<file path="src/rtl/ad9958_serial_io.sv">
// ad9958_serial_io
// Quad-SDIO serializer for the AD9958 serial port. One register word per
// trigger is shifted MSB-first, one nibble per SCLK cycle, on sdio_o[3:0].
// cs_n_o stays low between frames so that instruction and data transfers form
// one AD9958 communication cycle.
//
// Optional build macro: AD9958_CS_TIMEOUT_EN
//   When defined, cs_n_o deasserts after CS_IDLE_CYCLES consecutive idle
//   cycles without a trigger, which resynchronises the AD9958 serial logic.
//   When undefined, only reset_n or master_reset_i deassert cs_n_o.
//
// Handshake: trigger_i is a single-cycle request that is accepted only in IDLE
// with a non-zero length. busy_o rises on the edge that accepts it and falls
// on the edge that ends the final SCLK high phase. A trigger seen while busy
// is dropped, not queued.
module ad9958_serial_io #(
  parameter int SCLK_DIV       = 2,
  parameter int CS_IDLE_CYCLES = 64
) (
  input  logic        clock,
  input  logic        reset_n,
  input  logic        master_reset_i,
  input  logic        trigger_i,
  input  logic [4:0]  packs_to_send_i,
  input  logic [63:0] data_input_i,
  output logic        busy_o,
  output logic        sclk_o,
  output logic        cs_n_o,
  output logic [3:0]  sdio_o,
  output logic [1:0]  state_o
);

  localparam logic [1:0] ST_IDLE     = 2'd0;
  localparam logic [1:0] ST_SHIFT_LO = 2'd1;
  localparam logic [1:0] ST_SHIFT_HI = 2'd2;

  localparam int DIV_W  = (SCLK_DIV > 1) ? $clog2(SCLK_DIV) : 1;
  localparam int IDLE_W = $clog2(CS_IDLE_CYCLES + 1);

  // Parameter sanity: both dividers must be at least one cycle.
  if (SCLK_DIV < 1 || CS_IDLE_CYCLES < 1) begin : g_bad_cfg
    $error("ad9958_serial_io: SCLK_DIV and CS_IDLE_CYCLES must be >= 1");
  end

  logic [1:0]       state_q, state_d;
  logic [DIV_W-1:0] div_q, div_d;
  logic [4:0]       nib_q, nib_d;
  logic [63:0]      shift_q, shift_d;
  logic             busy_q, busy_d;
  logic             sclk_q, sclk_d;
  logic             cs_n_q, cs_n_d;
  logic [3:0]       sdio_q, sdio_d;
`ifdef AD9958_CS_TIMEOUT_EN
  logic [IDLE_W-1:0] idle_q, idle_d;
`endif

  logic [4:0]  n_clamped;
  logic [6:0]  align_shamt;
  logic [63:0] data_aligned;
  logic        div_last;

  // Length clamp and left-alignment so the first nibble always sits at [63:60].
  always_comb begin
    n_clamped    = (packs_to_send_i > 5'd16) ? 5'd16 : packs_to_send_i;
    align_shamt  = 7'd64 - {n_clamped, 2'b00};
    data_aligned = data_input_i << align_shamt;
    div_last     = (div_q == DIV_W'(SCLK_DIV - 1));
  end

  // Next-state logic for the serializer FSM and its datapath.
  always_comb begin
    state_d = state_q;
    div_d   = div_q;
    nib_d   = nib_q;
    shift_d = shift_q;
    busy_d  = busy_q;
    sclk_d  = sclk_q;
    cs_n_d  = cs_n_q;
    sdio_d  = sdio_q;
`ifdef AD9958_CS_TIMEOUT_EN
    idle_d  = idle_q;
`endif
    case (state_q)
      ST_IDLE: begin
        if (trigger_i && (n_clamped != 5'd0)) begin
          shift_d = data_aligned;
          nib_d   = n_clamped;
          sdio_d  = data_aligned[63:60];
          cs_n_d  = 1'b0;
          busy_d  = 1'b1;
          sclk_d  = 1'b0;
          div_d   = '0;
          state_d = ST_SHIFT_LO;
`ifdef AD9958_CS_TIMEOUT_EN
          idle_d  = '0;
`endif
        end
`ifdef AD9958_CS_TIMEOUT_EN
        else if (trigger_i) begin
          idle_d = '0;
        end else if (!cs_n_q) begin
          if (idle_q == IDLE_W'(CS_IDLE_CYCLES - 1)) begin
            cs_n_d = 1'b1;
            idle_d = '0;
          end else begin
            idle_d = idle_q + 1'b1;
          end
        end
`endif
      end
      ST_SHIFT_LO: begin
        if (div_last) begin
          div_d   = '0;
          sclk_d  = 1'b1;
          state_d = ST_SHIFT_HI;
        end else begin
          div_d = div_q + 1'b1;
        end
      end
      ST_SHIFT_HI: begin
        if (div_last) begin
          div_d  = '0;
          sclk_d = 1'b0;
          nib_d  = nib_q - 5'd1;
          if (nib_q == 5'd1) begin
            // Last nibble stays on the pins; the idle counter restarts here.
            busy_d  = 1'b0;
            state_d = ST_IDLE;
`ifdef AD9958_CS_TIMEOUT_EN
            idle_d  = '0;
`endif
          end else begin
            shift_d = shift_q << 4;
            sdio_d  = shift_q[59:56];
            state_d = ST_SHIFT_LO;
          end
        end else begin
          div_d = div_q + 1'b1;
        end
      end
      default: state_d = ST_IDLE;
    endcase
  end

  // State registers; reset and master reset both abort any partial frame.
  always_ff @(posedge clock) begin
    if (!reset_n || master_reset_i) begin
      state_q <= ST_IDLE;
      div_q   <= '0;
      nib_q   <= '0;
      shift_q <= '0;
      busy_q  <= 1'b0;
      sclk_q  <= 1'b0;
      cs_n_q  <= 1'b1;
      sdio_q  <= 4'h0;
`ifdef AD9958_CS_TIMEOUT_EN
      idle_q  <= '0;
`endif
    end else begin
      state_q <= state_d;
      div_q   <= div_d;
      nib_q   <= nib_d;
      shift_q <= shift_d;
      busy_q  <= busy_d;
      sclk_q  <= sclk_d;
      cs_n_q  <= cs_n_d;
      sdio_q  <= sdio_d;
`ifdef AD9958_CS_TIMEOUT_EN
      idle_q  <= idle_d;
`endif
    end
  end

  assign busy_o  = busy_q;
  assign sclk_o  = sclk_q;
  assign cs_n_o  = cs_n_q;
  assign sdio_o  = sdio_q;
  assign state_o = state_q;

endmodule

</file>
<file path="config.mk">
export PLATFORM = sky130hd
export DESIGN_NAME = ad9958_serial_io
export DESIGN_NICKNAME = d
export VERILOG_FILES = /design/src/rtl/ad9958_serial_io.sv
export SDC_FILE = /design/constraint.sdc
export NUM_CORES = 1
export LEC_CHECK = 0
export ABC_CLOCK_PERIOD_IN_PS = 4000
export BUFFER_PORTS_ARGS = -buffer_cell sky130_fd_sc_hd__buf_2
export CORE_AREA = 8 8 160 87
export CTS_BUF_LIST = sky130_fd_sc_hd__clkbuf_2
export DETAILED_ROUTE_END_ITERATION = 10
export DIE_AREA = 0 0 168 95
export GPL_TIMING_DRIVEN = 0
export PLACE_DENSITY_LB_ADDON = 0.2
export SYNTH_ARGS = -nofsm -noshare
export SYNTH_HDL_FRONTEND = slang
export SYNTH_SLANG_ARGS = --single-unit
</file>
<file path="constraint.sdc">
create_clock -name clock -period 4 [get_ports clock]
set_clock_uncertainty 0.05 [all_clocks]
set_input_delay 0.8 -clock clock [delete_from_list [all_inputs] [get_ports clock]]
set_output_delay 0.8 -clock clock [all_outputs]
set_load 0.005 [all_outputs]
</file>
==> results.sh <==
export IMPL_yosys_warnings=0
export IMPL_grt_max_degree=15
export IMPL_placed_cell_area_um2=6855
export IMPL_worst_ir_drop_vdd_uv=185.9
export IMPL_drv_slew=0
export IMPL_dieArea_um2=15960
export IMPL_required_ns=4.41
export IMPL_final_area_um2=7119
export IMPL_drt_pass1_iter_count=8
export IMPL_dp_slack_ns=-1.455
export IMPL_finalSetupViolations=0
export IMPL_seq_power_share_pct=33.4
export IMPL_worst_ep_arrival_time_ns=4.40
export IMPL_first_global_vias=6872
export IMPL_cts_tree="done"
export IMPL_crit_type="primary input to flip-flop"
export IMPL_port_buffers=80
export IMPL_post_drt_wl_per_cell_um=29.95
export IMPL_synth_avg_cell_area_um2=8.424
export IMPL_cts_sinks=75
export IMPL_synthMuxAreaShare_pct=25.41
export IMPL_yosys_top_cells_area="dfxtp_1, mux4_2, mux2i_1, o21ai_0, a21oi_1"
export IMPL_r2r_slack_ns=1.12
export IMPL_die_w_um=168
export IMPL_clkTransAtPathRegs_ns=0.24
export IMPL_fmax_ghz=0.2510
export IMPL_synth_most_common_cell="nand2_1"
export IMPL_ys_types=56
export IMPL_synth_edf_count=0
export IMPL_critPathSlowestCell="a21oi_1"
export IMPL_hold_path_class="flip-flop to flip-flop"
export IMPL_synth_flop_cell="dfxtp_1"
export IMPL_cts_buffer_depth=2
export IMPL_hold_path_depth=2
export IMPL_final_nets=918
export IMPL_post_route_drc_count=0
export IMPL_r2r_start="state_o[0]$_SDFFE_PP0P_"
export IMPL_outcome="finished clean"
export IMPL_min_period_ns=3.985
export IMPL_intPower_mw=1.397
export IMPL_synthXorXnorAreaFrac_pct=0.8385
export IMPL_vias=7382
export IMPL_synth_top_cell_by_area="dfxtp_1"
export IMPL_syn_to_final_growth_pct=13.60
export IMPL_post_drt_via_cell_ratio=7.434
export IMPL_crit_buf_inv=7
export IMPL_cp_end_kind="flip-flop"
export IMPL_synth_compound_area_share_pct=25.53
export IMPL_grtUsageTotal_pct=36.50
export IMPL_core_region_area_um2=11530
export IMPL_final_setup_tns_ns=0
export IMPL_postSynth_asyncResetShare_pct=0
export IMPL_wirelength_mm=29.74
export IMPL_hp_start="cs_n_o$_SDFFE_PP1P_"
export IMPL_synth_adder_area_share_pct=1.597
export IMPL_grt_first_pass_wirelength_mm=43.06
export IMPL_setup_slack_ns=0.01544
export IMPL_fill_cells=1052
export IMPL_antenna_left=0
export IMPL_cts_hold_buffers=0
export IMPL_tightest_slew_ns=0.8802
export IMPL_min_period_over_period_pct=99.61
export IMPL_switching_share_pct=43.68
export IMPL_holdPathEnd="cs_n_o$_SDFFE_PP1P_"
export IMPL_clkPwrFrac_pct=20.8
export IMPL_placedCellCount=974
export IMPL_netlist_instances=744
export IMPL_worst_r2r_endpoint="shift_q[16]$_SDFFE_PP0P_"
export IMPL_num_rows=28
export IMPL_reg2regPathDepth=7
export IMPL_synth_top_area_share_pct=23.96
export IMPL_io_pins=82
export IMPL_power_density_nw_per_um2=348.4
export IMPL_cellLeakagePower_nw=2.850
export IMPL_yosys_top_cells_count="nand2_1, o21ai_0, dfxtp_1"
export IMPL_cap_violations=0
export IMPL_die_y_um=95
export IMPL_power_switching_mw=1.083
export IMPL_syn_nets=825
export IMPL_grt_setup_unrepaired="false"
export IMPL_cpPeakStageDelay_ns=0.51
export IMPL_synth_simple_area_share_pct=16.93
export IMPL_first_iter_violations=1387
export IMPL_cts_buffers=9
export IMPL_finalHoldViolations=0
export IMPL_dp_hpwl_mm=23.31
export IMPL_fin_cells=993
export IMPL_syn_cell_area_um2=6267
export IMPL_synth_seq_cells=75
export IMPL_htreeDepth=3
export IMPL_gr_total_overflow=0
export IMPL_startpoint_type="primary input"
export IMPL_ys_seq_area_share_pct=23.96
export IMPL_initial_core_util_pct=54.37
export IMPL_path_cells="buf_2 -> nor2b_1 -> buf_6 -> clkinv_2 -> buf_4 -> buf_4 -> ha_1 -> buf_2 -> buf_2 -> mux2_2 -> a21oi_1 -> nor2_1 -> a21oi_1 -> o21ai_0 -> o211a_1"
export IMPL_synth_top_family_by_area="compound AO/OA/AOI/OAI gates"
export IMPL_gp_congestion=1.129
export IMPL_worst_path_max_fanout=10
export IMPL_antenna_found_initial=3
export IMPL_cpMostUsedCell="buf_2"
export IMPL_cpLargestDelayFamily="buffers and inverters"
export IMPL_cts_root_buf="clkbuf_2"
export IMPL_relSlewSlack_pct=40.96
export IMPL_combPwrFrac_pct=45.7
export IMPL_finalHoldWorstSlack_ns=0.4154
export IMPL_clk_latency_ns=0.54
export IMPL_drive_gt1_share_pct=25.65
metrics by stage:
step	utilization [%]	power [mW]
3_3_place_gp	59.48	1.857
4_1_cts	61.14	2.382
6_report	61.77	2.480
5_1_grt	61.77	2.549
3_5_place_dp	59.48	1.867
2_1_floorplan	-	1.468
worst register-to-register path, stage by stage, from the launching register on:
cell and delay, ns:
dfxtp_1 0.39, inv_1 0.10, ha_1 0.30, clkbuf_1 0.53, clkbuf_1 0.65, buf_1 0.45, a2bb2oi_1 0.24, a21oi_1 0.19
logic make-up after synthesis:
logic type,Yosys count
adder cells (fa/ha/maj),8
AND/OR/NAND/NOR,229
multiplexers,102
AO/OA/AOI/OAI,248
flip-flops,75
buffers and inverters,79
XOR/XNOR,3
placed cells by master (no fill, tap or decap), drive strengths merged, types with 31 or more instances in the layout:
cell type,synthesis,layout
buf,38,116
a21oi,61,61
nor3,31,31
mux4,44,44
nor2,55,55
nand2,81,81
mux2i,50,50
dfxtp,75,75
clkbuf,30,43
o21ai,78,78
how the worst max path moves through the flow:
stage                     slack (ns)          startpoint  depth (start not counted)                       end
after global placement         -1.32  packs_to_send_i[0]                         18  shift_q[13]$_SDFFE_PP0P_
after CTS                      0.003  packs_to_send_i[0]                         17  shift_q[52]$_SDFFE_PP0P_
after global routing           0.008  packs_to_send_i[0]                         15  shift_q[57]$_SDFFE_PP0P_
final                           0.02  packs_to_send_i[0]                         15  shift_q[26]$_SDFFE_PP0P_
after detailed placement       -1.45  packs_to_send_i[0]                         18  shift_q[15]$_SDFFE_PP0P_
after floorplan                 0.06  packs_to_send_i[0]                         16  shift_q[16]$_SDFFE_PP0P_
sequential cells by signal, summed over array words and instances, names as in the netlist:
signal and cells:
state_o 2, sclk_o 1, busy_o 1, nib_q 5, shift_q 60, div_last 1, sdio_o 4, cs_n_o 1
power by group through the flow:
stage	sequential, mW	clock [mW]	combinational, mW
after detailed placement	0.841	0	1.03
final	0.829	0.517	1.13
after global placement	0.839	0	1.02
after floorplan	0.834	0	0.634
after global routing	0.834	0.545	1.17
after CTS	0.827	0.514	1.04
final cells by class:
cell class              instances  area [µm²]  area share (%)
diodes                          1       2.502         0.03515
plain buffers                  68       347.8           4.886
clock buffers                   9       45.04          0.6327
clock inverters                 7       98.84           1.388
inverters                      11       42.54          0.5975
multi-input cells             590        4478           62.90
flip-flops and latches         75        1501           21.09
well taps                     150       187.7           2.636
repair buffers                 82       415.4           5.835
metal layers:
metal	share of wire [%]	vias up	track usage, %
met2	36	735	47.51
met3	19	96	19.86
met4	3.1	6	9.742
met5	0.30	-	2.609
li1	-	3047	-
met1	41	3498	50.22
repair_timing:
| item | in CTS | in global routing |
|---|---|---|
| setup buffers | 1 | 1 |
| resized for setup | 16 | 27 |
| setup endpoints to repair | 65 | 64 |
| pin swaps | 2 | 1 |
Note: power is estimated with default switching activity, not from simulation.
